## src/rtl/shader_in_arb.sv

```systemverilog
// Two-input ray arbiter feeding one registered shader input stage.
// Secondary rays win contention for at most MAX_SEC grants in a row.
module shader_in_arb #(
    parameter int unsigned DW      = 211,
    parameter int unsigned MAX_SEC = 8,
    parameter int unsigned CW      = 4
) (
    input  logic          clk,
    input  logic          rst,

    input  logic          prg_valid,
    input  logic [DW-1:0] prg_data,
    output logic          prg_stall,

    input  logic          sec_valid,
    input  logic [DW-1:0] sec_data,
    output logic          sec_stall,

    input  logic          shader_stall,
    output logic          shader_valid,
    output logic [DW-1:0] shader_data,
    output logic          shader_src,

    output logic [31:0]   prg_issued,
    output logic [31:0]   sec_issued
);

    if (MAX_SEC > (1 << CW) - 1) begin : g_bad_params
        $error("shader_in_arb: MAX_SEC does not fit in CW bits");
    end

    logic          load_en;
    logic          sec_wins;
    logic          grant_prg;
    logic          grant_sec;
    logic          grant_any;
    logic [CW-1:0] streak;
    logic [CW-1:0] streak_d;

    // The output register can take a new ray when empty or being drained.
    assign load_en  = ~shader_valid | ~shader_stall;
    assign sec_wins = (streak < CW'(MAX_SEC));

    assign grant_sec = load_en & sec_valid & (~prg_valid | sec_wins);
    assign grant_prg = load_en & prg_valid & ~(sec_valid & sec_wins);
    assign grant_any = grant_sec | grant_prg;

    assign prg_stall = ~grant_prg;
    assign sec_stall = ~grant_sec;

    // A sec grant with prg_valid high is necessarily contested.
    always_comb begin
        streak_d = streak;
        if (!prg_valid || grant_prg) begin
            streak_d = '0;
        end else if (grant_sec && sec_wins) begin
            streak_d = streak + CW'(1);
        end
    end

    always_ff @(posedge clk or posedge rst) begin
        if (rst) begin
            streak <= '0;
        end else begin
            streak <= streak_d;
        end
    end

    always_ff @(posedge clk or posedge rst) begin
        if (rst) begin
            shader_valid <= 1'b0;
            shader_data  <= '0;
            shader_src   <= 1'b0;
        end else if (load_en) begin
            shader_valid <= grant_any;
            if (grant_any) begin
                shader_data <= grant_sec ? sec_data : prg_data;
                shader_src  <= grant_sec;
            end
        end
    end

    always_ff @(posedge clk or posedge rst) begin
        if (rst) begin
            prg_issued <= '0;
            sec_issued <= '0;
        end else begin
            if (grant_prg) prg_issued <= prg_issued + 32'd1;
            if (grant_sec) sec_issued <= sec_issued + 32'd1;
        end
    end

endmodule

```

## config.mk

```make
export PLATFORM = sky130hd
export DESIGN_NAME = shader_in_arb
export DESIGN_NICKNAME = d
export VERILOG_FILES = /design/src/rtl/shader_in_arb.sv
export SDC_FILE = /design/constraint.sdc
export NUM_CORES = 1
export LEC_CHECK = 0
export ABC_CLOCK_PERIOD_IN_PS = 21300
export CAP_MARGIN = 20
export CORE_AREA = 2 2 275 277
export DETAILED_ROUTE_END_ITERATION = 6
export DIE_AREA = 0 0 277 279
export GPL_ROUTABILITY_DRIVEN = 0
export SETUP_SLACK_MARGIN = 0.4
export SLEW_MARGIN = 25
export SYNTH_ARGS = -nofsm -noshare
export SYNTH_HDL_FRONTEND = slang
export SYNTH_SLANG_ARGS = --single-unit
export TNS_END_PERCENT = 10
```

## constraint.sdc

```tcl
create_clock -name clk -period 21.3 [get_ports clk]
set_input_delay 5.325 -clock clk [delete_from_list [all_inputs] [get_ports clk]]
set_output_delay 5.325 -clock clk [all_outputs]
set_load 0.02 [all_outputs]
```

==> impl_results.md, run 1 <==
* Finished Layout Cells at roughly 2900
* Slew Viols, Final at 0
* Fillers at roughly 7700
* Setup crit end kind: primary output
* Clock Sink Count at about 280
* Pre-CTS setup slack at roughly 7900 ps
* Adder-Cell Fraction of Synth Area at less than 1%
* Area Growth Syn to Fin at 72.5%
* Via count at between 10000 and 15000
* Placeable Area at approximately 74000 µm²
* Synth area leader: dfrtp_1
* Simple-gate share of the synthesized area at between 10% and 20%
* MaxCap Viol Count at 0
* Antenna Cells at 0
* Seq/Total Area, Yosys at 55.3%
* Grt ovf at 0
* Number of port buffers at a little over 700
* Area contributors post-synth: dfrtp_1 55%, mux2i_1 17%, o21ai_0 8.4%
* Max clock buf depth at 3
* Peak VDD IR at 0.0000437 V
* Multiplexer area fraction after synthesis at between 10% and 20%
* First-pass DRT Iterations at 4
* Dpl hpwl at 39300 µm
* Postcts setup bufs at 0
* GRT Total Usage at between 10% and 20%
* Die width at roughly 280 µm
* Setup TNS at 0 ps
* I/O pin cnt at 706
* Die ar. at between 70000 and 80000 µm²
* Pleak at between 9 and 10 nW
* Root Driver: clkbuf_16
* Nets at roughly 2300
* Mapped Area at approximately 13000 µm²
* Worst-path clk slew at 50 ps
* Synth top area share at 55.3%
* Post-synthesis cell type count at 38
* Worst Tran Pin Value at between 900 and 1000 ps
* CTS tree: done
* Max Clock Skew at between 10 and 15 ps
* Wire per inst at between 15 and 20 µm
* Final setup violation count at 0
* Post-layout min period at roughly 13000 ps
* Via density at between 3 and 4
* Power per cell area at slightly above 80 nW/µm²
* Tcrit/Tclk final at a little over three fifths
* Hold_buf cts at 0
* Fin util at between 20% and 30%
* Vias in the first global route at 12053
* Worst Path Arrival at around 8000 ps
* Status: finished clean
* Final WS setup at between 7000 and 8000 ps
* Critical path type: input port to primary output
* Drt initial violations at slightly below 500
* # resized after CTS at 0
* Max frequency at roughly 0.075 GHz
* # H-tree levels at 2
* Antenna violations before repair at 1
* XOR/XNOR share of the synthesized area at ~4.2%
* Worst path required time at 15980 ps
* Post-synthesis net count at approximately 1600
* Share of layout cells above drive strength 1 at 4.21%
* Cell count after synthesis at around 1200
* Slew margin rel. at between 30% and 40%
* Design Power at approximately 1.8 mW
* Number of synthesis warnings at 0
* Largest net degree at the start of global routing at ~130
* RSZ-0062 raised after global routing: no
* Initial Utilization at approximately 17%
* Placed cell count at around 2800
* Complex-gate fraction of the synthesized area at under 10%
* Clk Latency, worst-skew pair at ~530 ps
* Startpoint types: input port
* Most frequent cells in the layout: 705 x clkdlybuf4s50_1, 281 x dfrtp_1, 248 x nand2_1, 213 x o21ai_0, 211 x mux2i_1
* Crit-path max FO at approximately 100
* Row Count at 100
* Antenna-violating nets left at 0
* Hold/Removal Path Class: register to register
* Final hold violations at 0
* Flops & latches, synth at ~280
* Combinational family with the most area after synthesis: multiplexers
* DR DRC count at 0
* Commonest non-fill, non-tap cell in the layout: clkdlybuf4s50_1
* First-pass GRT wire length at 74200 µm
* Final wirelength at roughly 49000 µm
* Avg Cell Area, Syn at ~11 µm²
* Die Y at between 200 and 300 µm
* Num CTS Buffers at 35
==> area by class of cell <==
| type | count | area, µm² | area share [%] |
|---|---|---|---|
| Timing Repair Buffer | 715 | 7150 | 32.6 |
| Sequential cell | 281 | 7030 | 32.1 |
| Multi-Input combinational cell | 835 | 5360 | 24.4 |
| Tap cell | 969 | 1210 | 5.53 |
| Clock buffer | 50 | 1010 | 4.63 |
| Clock inverter | 13 | 123 | 0.559 |
| Inverter | 7 | 46.3 | 0.211 |
==> cell families (layout without fill, tap and decap cells) <==
group	Yosys count	after routing
AOI/OAI and AO/OA	219	219
DFF	281	281
muxes	212	212
xor gates and xnor gates	61	61
and+or+nand+nor	340	340
buffers and inverters	79	785
adders and majority gates	3	3
==> critical path: stages <==
cell	delay, ps
clkdlybuf4s50_1	590
a21bo_2	300
nor2_1	480
clkinv_8	550
clkdlybuf4s50_1	750
==> flip-flops by register name, summed over array words and instances (netlist names) <==
register / cells
prg_issued: 32
shader_valid: 1
sec_issued: 32
shader_src: 1
streak: 4
shader_data: 211
==> per-layer routing <==
| layer | GRT usage [%] | routed length (µm) |
|---|---|---|
| met1 | 13.5 | 18400 |
| met2 | 24.1 | 27000 |
| met3 | 3.06 | 3180 |
| met4 | 2.83 | 829 |
| met5 | 0 | 0 |
==> power breakdown <==
part / switching, mW / total, mW / internal, mW
Sequential: 0.0554 / 0.668 / 0.613
Combinational: 0.271 / 0.530 / 0.259
Clock: 0.233 / 0.590 / 0.356
==> worst paths after layout <==
path / startpoint / end / slack, ps / depth (start not counted)
setup / recovery: prg_valid / sec_stall / 7960 / 5
hold / removal: sec_issued[31] / sec_issued[31] / 470 / 1
setup reg to reg: shader_valid / shader_data[176] / 18020 / 6
hold reg to reg: sec_issued[31] / sec_issued[31] / 470 / 1
max in group asynchronous: rst / shader_data[168] / 13810 / 4
min in group asynchronous: rst / shader_data[186] / 5310 / 2
==> through the flow <==
stage	instance area (µm²)	hold slack, ps
4_1_cts	21900	474
3_5_place_dp	20800	463
2_1_floorplan	12700	534
5_1_grt	21900	495
6_report	21900	467
3_3_place_gp	20800	460
==> Yosys cell counts, drive strengths merged <==
cell type,n
nor3b,1
xor2,14
nand4bb,1
nand3,26
buf,30
dfrtp,281
xnor2,47
nor2b,5
nand2,248
a21bo,1
ha,3
nor4,6
mux2i,211
and2,1
nor2,13
and3,6
o21ai,214
nand4,15
a22oi,1
a21oi,1
nand2b,2
or3,3
inv,7
and4,5
clkbuf,42
nor3,7
or4,1
mux2,1
a21boi,2
(Power assumes the default switching activity.)
==> run 2: changes to the inputs <==
Settings changed: ABC_CLOCK_PERIOD_IN_PS 21300 to 10690.
Clock period 21.3 ns to 10.69 ns, I/O delays scaled along.
==> impl_results.md, run 2 (synthesis results as in run 1) <==
* Startpoint types: input port
* Largest net degree at the start of global routing at ~230
* Clk Latency, worst-skew pair at 530 ps
* Metal-1 WL at 18100 µm
* Via density at just under 4
* Max Clock Skew at around 14 ps
* Setup crit end kind: primary output
* Final wirelength at slightly below 50000 µm
* Uppermost layer routed: met4
* Largest registers: shader_data (211), prg_issued (32), sec_issued (32)
* CTS tree: done
* Antenna-violating nets left at 0
* Die width at between 200 and 300 µm
* Met2 WL at between 20000 and 25000 µm
* Worst-path clk slew at 60 ps
* Area Growth Syn to Fin at 73.2%
* Slew margin rel. at roughly 32%
* # resized after CTS at 0
* Max reg flops at 211
* Wire length on met3 at approximately 3700 µm
* Antenna Cells at 0
* Critical path type: input port to primary output
* Clock power share at about a third
* Peak VDD IR at between 0.00008 and 0.00009 V
* Post-layout min period at 7810 ps
* Row Count at 100
* Via count at 11193
* Slew Viols, Final at 0
* Postcts setup bufs at 0
* Drt initial violations at slightly below 400
* First-pass GRT wire length at between 70000 and 80000 µm
* Power Internal at roughly 2.5 mW
* Share of layout cells above drive strength 1 at 4.11%
* Grt ovf at 0
* Initial Utilization at around 17%
* Setup TNS at 0 ps
* Status: finished clean
* Crit-path max FO at 56
* Final hold violations at 0
* Pleak at ~9.6 nW
* Worst Path Arrival at 5140 ps
* MaxCap Viol Count at 0
* Biggest register: shader_data
* Logic pwr share at 29.0%
* Num CTS Buffers at 35
* First-pass DRT Iterations at 4
* Hold_buf cts at 0
* # H-tree levels at 2
* Most frequent cells in the layout: 705 x clkdlybuf4s50_1, 281 x dfrtp_1, 248 x nand2_1, 213 x o21ai_0, 211 x mux2i_1
* Antenna violations before repair at 1
* Die ar. at around 77000 µm²
* Commonest non-fill, non-tap cell in the layout: clkdlybuf4s50_1
* Power per cell area at approximately 160 nW/µm²
* I/O pin cnt at roughly 710
* Root Driver: clkbuf_16
* Wire per inst at ~17 µm
* RSZ-0062 raised after global routing: no
* Worst Tran Pin Value at around 1000 ps
* Max frequency at around 0.13 GHz
* Max clock buf depth at 3
* Dpl hpwl at ~38000 µm
* DR DRC count at 0
* Hold/Removal Path Class: register to register
* Worst path required time at between 8000 and 9000 ps
* Tcrit/Tclk final at between 70 and 80%
* Vias in the first global route at roughly 12000
* Fillers at between 7000 and 8000
* Nets at 2304
* Placeable Area at approximately 74000 µm²
* Seq pwr share at roughly 37%
* Worst hold slack at approximately 470 ps
* Net switching power at about 1.1 mW
* Clock Sink Count at ~280
* GRT Total Usage at about 12%
* Switching part of the total at between 30 and 40%
* Number of port buffers at slightly above 700
* Final setup violation count at 0
* Die Y at approximately 280 µm
-- run 2: cell count changes in the layout (fill, tap and decap cells not counted) --
cell / change
clkinv_2: -3
clkinvlp_4: -1
buf_16: +1
bufinv_16: +2
inv_8: -1
buf_12: +2
buf_4: -3
clkbuf_8: +2
buf_6: -1
-- run 2: power by group through the flow --
stage | sequential [mW] | combinational, mW | clock (mW)
finish | 1.33 | 1.05 | 1.24
global route | 1.35 | 1.12 | 1.33
CTS | 1.33 | 1.07 | 1.29
detailed placement | 1.35 | 1.07 | 0
global placement | 1.34 | 1.06 | 0
floorplan | 1.53 | 0.259 | 0
-- run 2: stage by stage --
stage / total power [mW] / std cells / cell area (µm²) / util, % / setup WS, ps
after CTS: 3.70 / 2867 / 22000 / 29.7 / 2830
after global placement: 2.40 / 2805 / 20800 / 28.1 / 2860
after floorplan: 1.79 / 1195 / 12700 / - / 4220
after detailed placement: 2.42 / 2805 / 20800 / 28.1 / 2840
final: 3.62 / 2868 / 22000 / 29.7 / 2880
after global routing: 3.81 / 2868 / 22000 / 29.7 / 2760
-- run 2: worst paths after layout --
path	slack, ps	end	cells after the start	startpoint
worst min-delay path	470	sec_issued[31]	1	sec_issued[31]
min in group asynchronous	2630	shader_data[150]	3	rst
worst max-delay path	2880	sec_stall	5	prg_valid
max in group asynchronous	6630	shader_data[9]	4	rst
worst max register to register	7290	shader_data[176]	8	shader_valid
worst min register to register	470	sec_issued[31]	1	sec_issued[31]
-- run 2: final cells by class --
class / count / area, µm² / area share [%]
timing repair buffer: 714 / 7180 / 32.6
sequential: 281 / 7030 / 31.9
multi-input combinational: 835 / 5360 / 24.4
tap: 969 / 1210 / 5.50
clock buffer: 52 / 1040 / 4.73
clock inverter: 10 / 153 / 0.693
inverter: 7 / 42.5 / 0.193
-- run 2: routing by layer --
| metal | global-route usage, % | vias up |
|---|---|---|
| met5 | 0 | - |
| met2 | 21.8 | 415 |
| met4 | 5.57 | 0 |
| met1 | 12.8 | 5241 |
| met3 | 3.98 | 76 |
| li1 | - | 5461 |
-- run 2: worst max-delay path, cell delays in order --
cell	delay, ps
clkdlybuf4s50_1	590
a21bo_2	300
nor2_1	440
clkinv_8	430
clkdlybuf4s50_1	700
